<file path="src/rtl/mc_pkg.sv">
// Shared multi-cycle control definitions: FSM states, mux selects,
// ALU ops and MIPS opcode/funct constants.
package mc_pkg;

  localparam logic [2:0] S_FETCH = 3'd0;
  localparam logic [2:0] S_DCODE = 3'd1;
  localparam logic [2:0] S_EXE   = 3'd2;
  localparam logic [2:0] S_MEM   = 3'd3;
  localparam logic [2:0] S_WB    = 3'd4;

  localparam logic [3:0] ALU_NOP  = 4'd0;
  localparam logic [3:0] ALU_ADD  = 4'd1;
  localparam logic [3:0] ALU_SUB  = 4'd2;
  localparam logic [3:0] ALU_AND  = 4'd3;
  localparam logic [3:0] ALU_OR   = 4'd4;
  localparam logic [3:0] ALU_SLT  = 4'd5;
  localparam logic [3:0] ALU_SLL  = 4'd6;
  localparam logic [3:0] ALU_SRL  = 4'd7;
  localparam logic [3:0] ALU_LUI  = 4'd8;
  localparam logic [3:0] ALU_ADDU = 4'd9;
  localparam logic [3:0] ALU_SUBU = 4'd10;

  localparam logic [1:0] NPC_PC4 = 2'd0;
  localparam logic [1:0] NPC_BR  = 2'd1;
  localparam logic [1:0] NPC_J   = 2'd2;
  localparam logic [1:0] NPC_JR  = 2'd3;

  localparam logic [1:0] WD_ALU = 2'd0;
  localparam logic [1:0] WD_MEM = 2'd1;
  localparam logic [1:0] WD_PC  = 2'd2;

  localparam logic [1:0] GPR_RD = 2'd0;
  localparam logic [1:0] GPR_RT = 2'd1;
  localparam logic [1:0] GPR_RA = 2'd2;

  localparam logic [5:0] OP_R    = 6'h00;
  localparam logic [5:0] OP_J    = 6'h02;
  localparam logic [5:0] OP_JAL  = 6'h03;
  localparam logic [5:0] OP_BEQ  = 6'h04;
  localparam logic [5:0] OP_ADDI = 6'h08;
  localparam logic [5:0] OP_ORI  = 6'h0d;
  localparam logic [5:0] OP_LUI  = 6'h0f;
  localparam logic [5:0] OP_LW   = 6'h23;
  localparam logic [5:0] OP_SW   = 6'h2b;

  localparam logic [5:0] FN_SLL  = 6'h00;
  localparam logic [5:0] FN_SRL  = 6'h02;
  localparam logic [5:0] FN_JR   = 6'h08;
  localparam logic [5:0] FN_ADD  = 6'h20;
  localparam logic [5:0] FN_ADDU = 6'h21;
  localparam logic [5:0] FN_SUB  = 6'h22;
  localparam logic [5:0] FN_SUBU = 6'h23;
  localparam logic [5:0] FN_AND  = 6'h24;
  localparam logic [5:0] FN_OR   = 6'h25;
  localparam logic [5:0] FN_SLT  = 6'h2a;

  typedef enum logic [3:0] {
    CLS_ILL,
    CLS_RALU,
    CLS_IALU,
    CLS_LW,
    CLS_SW,
    CLS_BEQ,
    CLS_J,
    CLS_JAL,
    CLS_JR
  } cls_e;

  typedef struct packed {
    cls_e       cls;
    logic [3:0] alu_op;
    logic       alu_src;
    logic       ext_op;
    logic       areg_sel;
  } dec_t;

endpackage

</file>
<file path="src/rtl/mc_ctrl_if.sv">
// Control bundle between the multi-cycle datapath (master)
// and the mc_ctrl FSM (slave).
interface mc_ctrl_if;
  import mc_pkg::*;

  logic [5:0] Op;
  logic [5:0] Funct;
  logic       Zero;
  logic       mem_ready;

  logic       PCWrite;
  logic       IRWrite;
  logic       RegWrite;
  logic       MemRead;
  logic       MemWrite;
  logic       EXTOp;
  logic       ALUSrc;
  logic [3:0] ALUOp;
  logic [1:0] NPCOp;
  logic [1:0] WDSel;
  logic [1:0] GPRSel;
  logic       ARegSel;
  logic       illegal;
  logic [2:0] state;

  modport master (
    output Op, Funct, Zero, mem_ready,
    input  PCWrite, IRWrite, RegWrite, MemRead, MemWrite,
    input  EXTOp, ALUSrc, ALUOp, NPCOp, WDSel, GPRSel,
    input  ARegSel, illegal, state
  );

  modport slave (
    input  Op, Funct, Zero, mem_ready,
    output PCWrite, IRWrite, RegWrite, MemRead, MemWrite,
    output EXTOp, ALUSrc, ALUOp, NPCOp, WDSel, GPRSel,
    output ARegSel, illegal, state
  );

endinterface

</file>
<file path="src/rtl/mc_decode.sv">
// Combinational instruction classifier: Op/Funct to class,
// ALU op and operand selects.
module mc_decode
  import mc_pkg::*;
(
  input  logic [5:0] op,
  input  logic [5:0] funct,
  output dec_t       dec
);

  always_comb begin
    dec.cls      = CLS_ILL;
    dec.alu_op   = ALU_NOP;
    dec.alu_src  = 1'b0;
    dec.ext_op   = 1'b0;
    dec.areg_sel = 1'b0;
    unique case (op)
      OP_R: begin
        dec.cls = CLS_RALU;
        unique case (funct)
          FN_ADD:  dec.alu_op = ALU_ADD;
          FN_ADDU: dec.alu_op = ALU_ADDU;
          FN_SUB:  dec.alu_op = ALU_SUB;
          FN_SUBU: dec.alu_op = ALU_SUBU;
          FN_AND:  dec.alu_op = ALU_AND;
          FN_OR:   dec.alu_op = ALU_OR;
          FN_SLT:  dec.alu_op = ALU_SLT;
          FN_SLL: begin
            dec.alu_op   = ALU_SLL;
            dec.areg_sel = 1'b1;
          end
          FN_SRL: begin
            dec.alu_op   = ALU_SRL;
            dec.areg_sel = 1'b1;
          end
          FN_JR:   dec.cls = CLS_JR;
          default: dec.cls = CLS_ILL;
        endcase
      end
      OP_ADDI: begin
        dec.cls     = CLS_IALU;
        dec.alu_op  = ALU_ADD;
        dec.alu_src = 1'b1;
        dec.ext_op  = 1'b1;
      end
      OP_ORI: begin
        dec.cls     = CLS_IALU;
        dec.alu_op  = ALU_OR;
        dec.alu_src = 1'b1;
      end
      OP_LUI: begin
        dec.cls     = CLS_IALU;
        dec.alu_op  = ALU_LUI;
        dec.alu_src = 1'b1;
      end
      OP_LW, OP_SW: begin
        dec.cls     = (op == OP_LW) ? CLS_LW : CLS_SW;
        dec.alu_op  = ALU_ADD;
        dec.alu_src = 1'b1;
        dec.ext_op  = 1'b1;
      end
      OP_BEQ: begin
        dec.cls    = CLS_BEQ;
        dec.alu_op = ALU_SUB;
        dec.ext_op = 1'b1;
      end
      OP_J:    dec.cls = CLS_J;
      OP_JAL:  dec.cls = CLS_JAL;
      default: dec.cls = CLS_ILL;
    endcase
  end

endmodule

</file>
<file path="src/rtl/mc_ctrl.sv">
// Multi-cycle MIPS control FSM (FETCH/DCODE/EXE/MEM/WB).
// Define MC_CTRL_PERF_EN to add instret/cycles counters.
module mc_ctrl
  import mc_pkg::*;
(
  input  logic        clk,
  input  logic        rst,
  mc_ctrl_if.slave    bus
`ifdef MC_CTRL_PERF_EN
  ,
  output logic [31:0] instret,
  output logic [31:0] cycles
`endif
);

  logic [2:0] state_q;
  logic [2:0] state_d;
  dec_t       dec;

  mc_decode u_dec (
    .op    (bus.Op),
    .funct (bus.Funct),
    .dec   (dec)
  );

  always_comb begin
    state_d = state_q;
    if (rst) begin
      state_d = S_FETCH;
    end else begin
      unique case (state_q)
        S_FETCH: if (bus.mem_ready) state_d = S_DCODE;
        S_DCODE: begin
          state_d = (dec.cls == CLS_ILL) ? S_FETCH : S_EXE;
        end
        S_EXE: begin
          unique case (dec.cls)
            CLS_RALU, CLS_IALU: state_d = S_WB;
            CLS_LW, CLS_SW:     state_d = S_MEM;
            default:            state_d = S_FETCH;
          endcase
        end
        S_MEM: begin
          if (bus.mem_ready) begin
            state_d = (dec.cls == CLS_LW) ? S_WB : S_FETCH;
          end
        end
        S_WB:    state_d = S_FETCH;
        default: state_d = S_FETCH;
      endcase
    end
  end

  always_ff @(posedge clk) begin
    if (rst) state_q <= S_FETCH;
    else     state_q <= state_d;
  end

  // Everything is forced low while rst is high, whatever state_q holds.
  always_comb begin
    bus.PCWrite  = 1'b0;
    bus.IRWrite  = 1'b0;
    bus.RegWrite = 1'b0;
    bus.MemRead  = 1'b0;
    bus.MemWrite = 1'b0;
    bus.EXTOp    = 1'b0;
    bus.ALUSrc   = 1'b0;
    bus.ALUOp    = ALU_NOP;
    bus.NPCOp    = NPC_PC4;
    bus.WDSel    = WD_ALU;
    bus.GPRSel   = GPR_RD;
    bus.ARegSel  = 1'b0;
    bus.illegal  = 1'b0;
    bus.state    = rst ? S_FETCH : state_q;
    if (!rst) begin
      unique case (state_q)
        S_FETCH: begin
          bus.MemRead = 1'b1;
          bus.IRWrite = bus.mem_ready;
          bus.PCWrite = bus.mem_ready;
        end
        S_DCODE: bus.illegal = (dec.cls == CLS_ILL);
        S_EXE: begin
          bus.ALUOp   = dec.alu_op;
          bus.ALUSrc  = dec.alu_src;
          bus.EXTOp   = dec.ext_op;
          bus.ARegSel = dec.areg_sel;
          unique case (dec.cls)
            CLS_BEQ: begin
              bus.PCWrite = bus.Zero;
              bus.NPCOp   = NPC_BR;
            end
            CLS_J: begin
              bus.PCWrite = 1'b1;
              bus.NPCOp   = NPC_J;
            end
            CLS_JAL: begin
              bus.PCWrite  = 1'b1;
              bus.NPCOp    = NPC_J;
              bus.RegWrite = 1'b1;
              bus.GPRSel   = GPR_RA;
              bus.WDSel    = WD_PC;
            end
            CLS_JR: begin
              bus.PCWrite = 1'b1;
              bus.NPCOp   = NPC_JR;
            end
            default: ;
          endcase
        end
        S_MEM: begin
          bus.MemRead  = (dec.cls == CLS_LW);
          bus.MemWrite = (dec.cls == CLS_SW);
        end
        S_WB: begin
          bus.RegWrite = 1'b1;
          if (dec.cls == CLS_LW) begin
            bus.WDSel  = WD_MEM;
            bus.GPRSel = GPR_RT;
          end else if (dec.cls == CLS_IALU) begin
            bus.GPRSel = GPR_RT;
          end
        end
        default: ;
      endcase
    end
  end

`ifdef MC_CTRL_PERF_EN
  logic retire;

  assign retire = (state_d == S_FETCH) &&
                  ((state_q == S_EXE) ||
                   (state_q == S_MEM) ||
                   (state_q == S_WB));

  always_ff @(posedge clk) begin
    if (rst) begin
      instret <= '0;
      cycles  <= '0;
    end else begin
      cycles <= cycles + 32'd1;
      if (retire) instret <= instret + 32'd1;
    end
  end
`endif

endmodule

</file>
<file path="src/flat_wrapper.sv">
// flat-port wrapper written by rule: the top's interface ports become plain ports
module mc_ctrl_flat import mc_pkg::*;
  (clk, rst, bus_Op, bus_Funct, bus_Zero, bus_mem_ready, bus_PCWrite, bus_IRWrite, bus_RegWrite, bus_MemRead, bus_MemWrite, bus_EXTOp, bus_ALUSrc, bus_ALUOp, bus_NPCOp, bus_WDSel, bus_GPRSel, bus_ARegSel, bus_illegal, bus_state);
  mc_ctrl_if bus_i ();
  input  logic clk;
  input  logic rst;
  input wire logic [$bits(bus_i.Op)-1:0] bus_Op;
  input wire logic [$bits(bus_i.Funct)-1:0] bus_Funct;
  input wire logic [$bits(bus_i.Zero)-1:0] bus_Zero;
  input wire logic [$bits(bus_i.mem_ready)-1:0] bus_mem_ready;
  output wire logic [$bits(bus_i.PCWrite)-1:0] bus_PCWrite;
  output wire logic [$bits(bus_i.IRWrite)-1:0] bus_IRWrite;
  output wire logic [$bits(bus_i.RegWrite)-1:0] bus_RegWrite;
  output wire logic [$bits(bus_i.MemRead)-1:0] bus_MemRead;
  output wire logic [$bits(bus_i.MemWrite)-1:0] bus_MemWrite;
  output wire logic [$bits(bus_i.EXTOp)-1:0] bus_EXTOp;
  output wire logic [$bits(bus_i.ALUSrc)-1:0] bus_ALUSrc;
  output wire logic [$bits(bus_i.ALUOp)-1:0] bus_ALUOp;
  output wire logic [$bits(bus_i.NPCOp)-1:0] bus_NPCOp;
  output wire logic [$bits(bus_i.WDSel)-1:0] bus_WDSel;
  output wire logic [$bits(bus_i.GPRSel)-1:0] bus_GPRSel;
  output wire logic [$bits(bus_i.ARegSel)-1:0] bus_ARegSel;
  output wire logic [$bits(bus_i.illegal)-1:0] bus_illegal;
  output wire logic [$bits(bus_i.state)-1:0] bus_state;
  assign bus_i.Op = bus_Op;
  assign bus_i.Funct = bus_Funct;
  assign bus_i.Zero = bus_Zero;
  assign bus_i.mem_ready = bus_mem_ready;
  assign bus_PCWrite = bus_i.PCWrite;
  assign bus_IRWrite = bus_i.IRWrite;
  assign bus_RegWrite = bus_i.RegWrite;
  assign bus_MemRead = bus_i.MemRead;
  assign bus_MemWrite = bus_i.MemWrite;
  assign bus_EXTOp = bus_i.EXTOp;
  assign bus_ALUSrc = bus_i.ALUSrc;
  assign bus_ALUOp = bus_i.ALUOp;
  assign bus_NPCOp = bus_i.NPCOp;
  assign bus_WDSel = bus_i.WDSel;
  assign bus_GPRSel = bus_i.GPRSel;
  assign bus_ARegSel = bus_i.ARegSel;
  assign bus_illegal = bus_i.illegal;
  assign bus_state = bus_i.state;
  mc_ctrl u_core (.clk(clk), .rst(rst), .bus(bus_i));
endmodule
</file>
<file path="config.mk">
export PLATFORM = sky130hd
export DESIGN_NAME = mc_ctrl_flat
export DESIGN_NICKNAME = d
export VERILOG_FILES = /design/src/rtl/mc_pkg.sv /design/src/rtl/mc_ctrl_if.sv /design/src/rtl/mc_decode.sv /design/src/rtl/mc_ctrl.sv /design/src/flat_wrapper.sv
export SDC_FILE = /design/constraint.sdc
export NUM_CORES = 1
export LEC_CHECK = 0
export ABC_AREA = 1
export CORE_MARGIN = 4
export CORE_UTILIZATION = 44
export CTS_BUF_LIST = sky130_fd_sc_hd__clkbuf_4 sky130_fd_sc_hd__clkbuf_8
export CTS_CLUSTER_SIZE = 20
export DETAILED_ROUTE_END_ITERATION = 16
export PLACE_DENSITY = 0.87
export SLEW_MARGIN = 20
export SYNTH_ARGS = -nofsm -noshare
export SYNTH_HDL_FRONTEND = slang
export SYNTH_SLANG_ARGS = --single-unit
</file>
<file path="constraint.sdc">
create_clock -name clk -period 3.45 [get_ports clk]
set_input_delay 0.69 -clock clk [delete_from_list [all_inputs] [get_ports clk]]
set_output_delay 0.69 -clock clk [all_outputs]
set_load 0.01 [all_outputs]
</file>
==> flow_summary.yaml <==
setup_path:
  r2r_slack_ns: 2.19
  worst_ep_required_time_ns: 2.76
  timing.critical_path.buf_inv: 4
  r2r_end: "u_core.state_q[0]"
  path_max_fanout: 5
  crit_type: "primary input to output pin"
  max_stage_delay_ns: 0.56
  worstRegToRegCells: 5
  worst_path_most_repeated_cell: "clkdlybuf4s50_1"
  path_cells: "clkdlybuf4s50_1 > inv_1 > nand2_2 > nor2_4 > nand2_4 > inv_2 > nand2_1 > and2_4 > nor2_2 > clkdlybuf4s50_1"
  worstPathArrival_ns: 2.61
  cp-end-kind: "output pin"
  r2r-start: "u_core.state_q[0]"
  cp-start-kind: "primary input"
  cp_slowest_cell: "clkdlybuf4s50_1"
  critPathTopFamily: "buffers and inverters"
global_routing:
  antenna_found_initial: 0
  grt_pass1_wl_mm: 3.898
  grt_max_degree: 10
  gr-usage-all-layers_pct: 20.21
  grt_pass1_vias: 1001
  overflow: 0
timing:
  finalClockSkew_ns: 0.002984
  hold_viol_final: 0
  min_period_over_period_pct: 95.75
  fin_setup_tns_ns: 0
  relSlewSlack_pct: 77.01
  max_freq_mhz: 302.7
  fin_ws_ns: 0.1467
  setup_viol: 0
  period_needed_ns: 3.303
  slew_violations: 0
  tightest_slew_ns: 0.3422
placed_design:
  gp_congestion: 0.8215
  dp_slack_ns: 0.02682
  portBuffers: 37
  dp_hpwl_mm: 2.042
clock_tree:
  clk_pin_slew_ns: 0.03
  cts.sinks: 3
  clockRootBuffer: "clkbuf_4"
  clock_latency_ns: 0.24
  cts_tree: "yes"
  cts_buffers: 3
  cts.path.max_buffers: 2
  htree_levels: 1
drt:
  wl_per_cell_um: 12.19
  drt_iter0_drc: 38
  wl_mm: 2.475
  antenna_left: 0
  vias: 1096
  vias_per_cell: 5.399
  drc: 0
  firstDrtPassIters: 4
floorplanning:
  die_h_um: 49.51
  dieArea_sq_mm: 0.002451
  num_io_pins: 38
  start_util_pct: 48.64
  core_area_sq_mm: 0.001559
  rows: 14
  die_w_um: 49.51
min_path:
  hold_path.class: "flop to flop"
  hold_start: "u_core.state_q[1]"
  holdPathEnd: "u_core.state_q[1]"
  hold_depth: 4
finish:
  drive_gt1_share_pct: 17.65
  ff_latch_area_sq_um: 60.06
  largest_register: "u_core.state_q"
  syn_to_final_growth_pct: 60.40
  final_common_cell: "clkdlybuf4s50_1"
  layout.nets: 204
  largest_register_ffs: 3
  fin_util_pct: 78.01
  layout_common_cells: "31 x clkdlybuf4s50_1, 27 x nand2_1, 27 x nor2_1"
  reg.largest.list: "u_core.state_q (3)"
  fillers: 129
  multi_input_area_sq_um: 589.3
  n_antenna_cell: 0
synthesis:
  syn_area_sq_um: 758.2
  ys_seq_area_share_pct: 7.921
  syn_inst: 146
  ys_seq_elements: 3
  synth_warnings: 0
  synthesis.nets: 162
  avgSynthCellArea_sq_um: 5.193
  yosysUniqueCellTypes: 28
run_status:
  outcome: "finished, final reports clean"
pwr:
  peakVddDrop_v: 0.0001126
  power_density_mw_per_mm2: 158.9
  leakage_nw: 0.6443
job:
  cap_violations: 0
[final cells by class]
type                    count  share of cell area, %
clock buffers               4                  2.469
inverters                  31                  9.568
repair buffers             39                  32.92
well taps                  16                  1.646
multi-input cells         110                  48.46
flip-flops and latches      3                  4.938
[how the worst max path moves through the flow]
stage | from | end | slack [ns] | depth (start not counted)
finish | bus_Op[5] | bus_WDSel[1] | 0.15 | 10
global route | bus_Op[5] | bus_WDSel[1] | -0.007 | 10
CTS | bus_Op[3] | bus_ALUOp[0] | 0.02 | 10
detailed placement | bus_Op[0] | bus_RegWrite | 0.03 | 11
global placement | bus_Op[0] | bus_RegWrite | 0.05 | 11
floorplan | bus_Op[4] | bus_RegWrite | 1.04 | 9
[cell usage after synthesis]
cell       instances  area share [%]
nor2_1            29              14
nand2_1           27              13
inv_1             26              13
nand3_1            8             5.3
a21oi_1            7             4.6
nor3_1             7             4.6
inv_2              5             2.5
nor2_2             5             4.1
nand2_2            4             3.3
dfxtp_1            3             7.9
a31oi_1            2             1.6
nand3_2            2             2.6
nand4_1            2             1.6
nor2_4             2             3.0
nor4_1             2             1.6
o211ai_1           2             2.0
o21ai_2            2             2.3
a21oi_2            1             1.2
a2bb2oi_1          1             1.2
and2_4             1             1.2
buf_4              1            0.99
clkbuf_2           1            0.66
nand2_4            1             1.5
nor3_4             1             2.1
o21a_1             1            0.99
o21ai_0            1            0.66
o31ai_1            1            0.99
or2_1              1            0.83
[what timing repair did]
item | CTS | global route
hold endpoints to repair | 0 | 0
hold buffers | 0 | 0
endpoints found under the setup margin | 0 | 9
setup buffers | 0 | 1
gates resized for setup | 0 | 12
[logic make-up (layout without fill, tap and decap cells)]
| logic type | Yosys count | count (layout) | synth area share, % |
|---|---|---|---|
| flops | 3 | 3 | 7.921 |
| simple gates | 92 | 92 | 59.57 |
| buf+inv | 33 | 74 | 17.00 |
| compound gates | 18 | 18 | 15.51 |
[per-stage QoR]
stage | instance area, sq um | power (W) | hold slack (ns) | cells
finish | 1216 | 0.0001932 | 0.6878 | 203
global route | 1216 | 0.0002066 | 0.7311 | 203
CTS | 1174 | 0.0001917 | 0.6812 | 202
detailed placement | 1144 | 0.0001180 | 0.6780 | 198
global placement | 1144 | 0.0001156 | 0.6563 | 198
floorplan | 758.2 | 0.00007958 | 0.6115 | 146
[power breakdown]
part / leakage [nW] / internal [W] / switching, W / total, W
clock: 0.0184 / 0.0000514 / 0.0000212 / 0.0000725
combinational: 0.601 / 0.0000373 / 0.0000449 / 0.0000822
sequential: 0.0245 / 0.0000364 / 0.00000201 / 0.0000384
[per-layer routing]
layer	track usage (%)	part of all wire, %
met1	18.76	39
met5	0	0
met2	39.73	53
met3	2.711	5.3
met4	14.29	3.2
[worst register-to-register path, stage by stage (launching register included)]
cell,delay [ns]
dfxtp_1,0.40
inv_1,0.10
nor3_1,0.22
inv_1,0.11
a21oi_1,0.20
o31ai_1,0.11
Power figures use the tool's default switching activity.
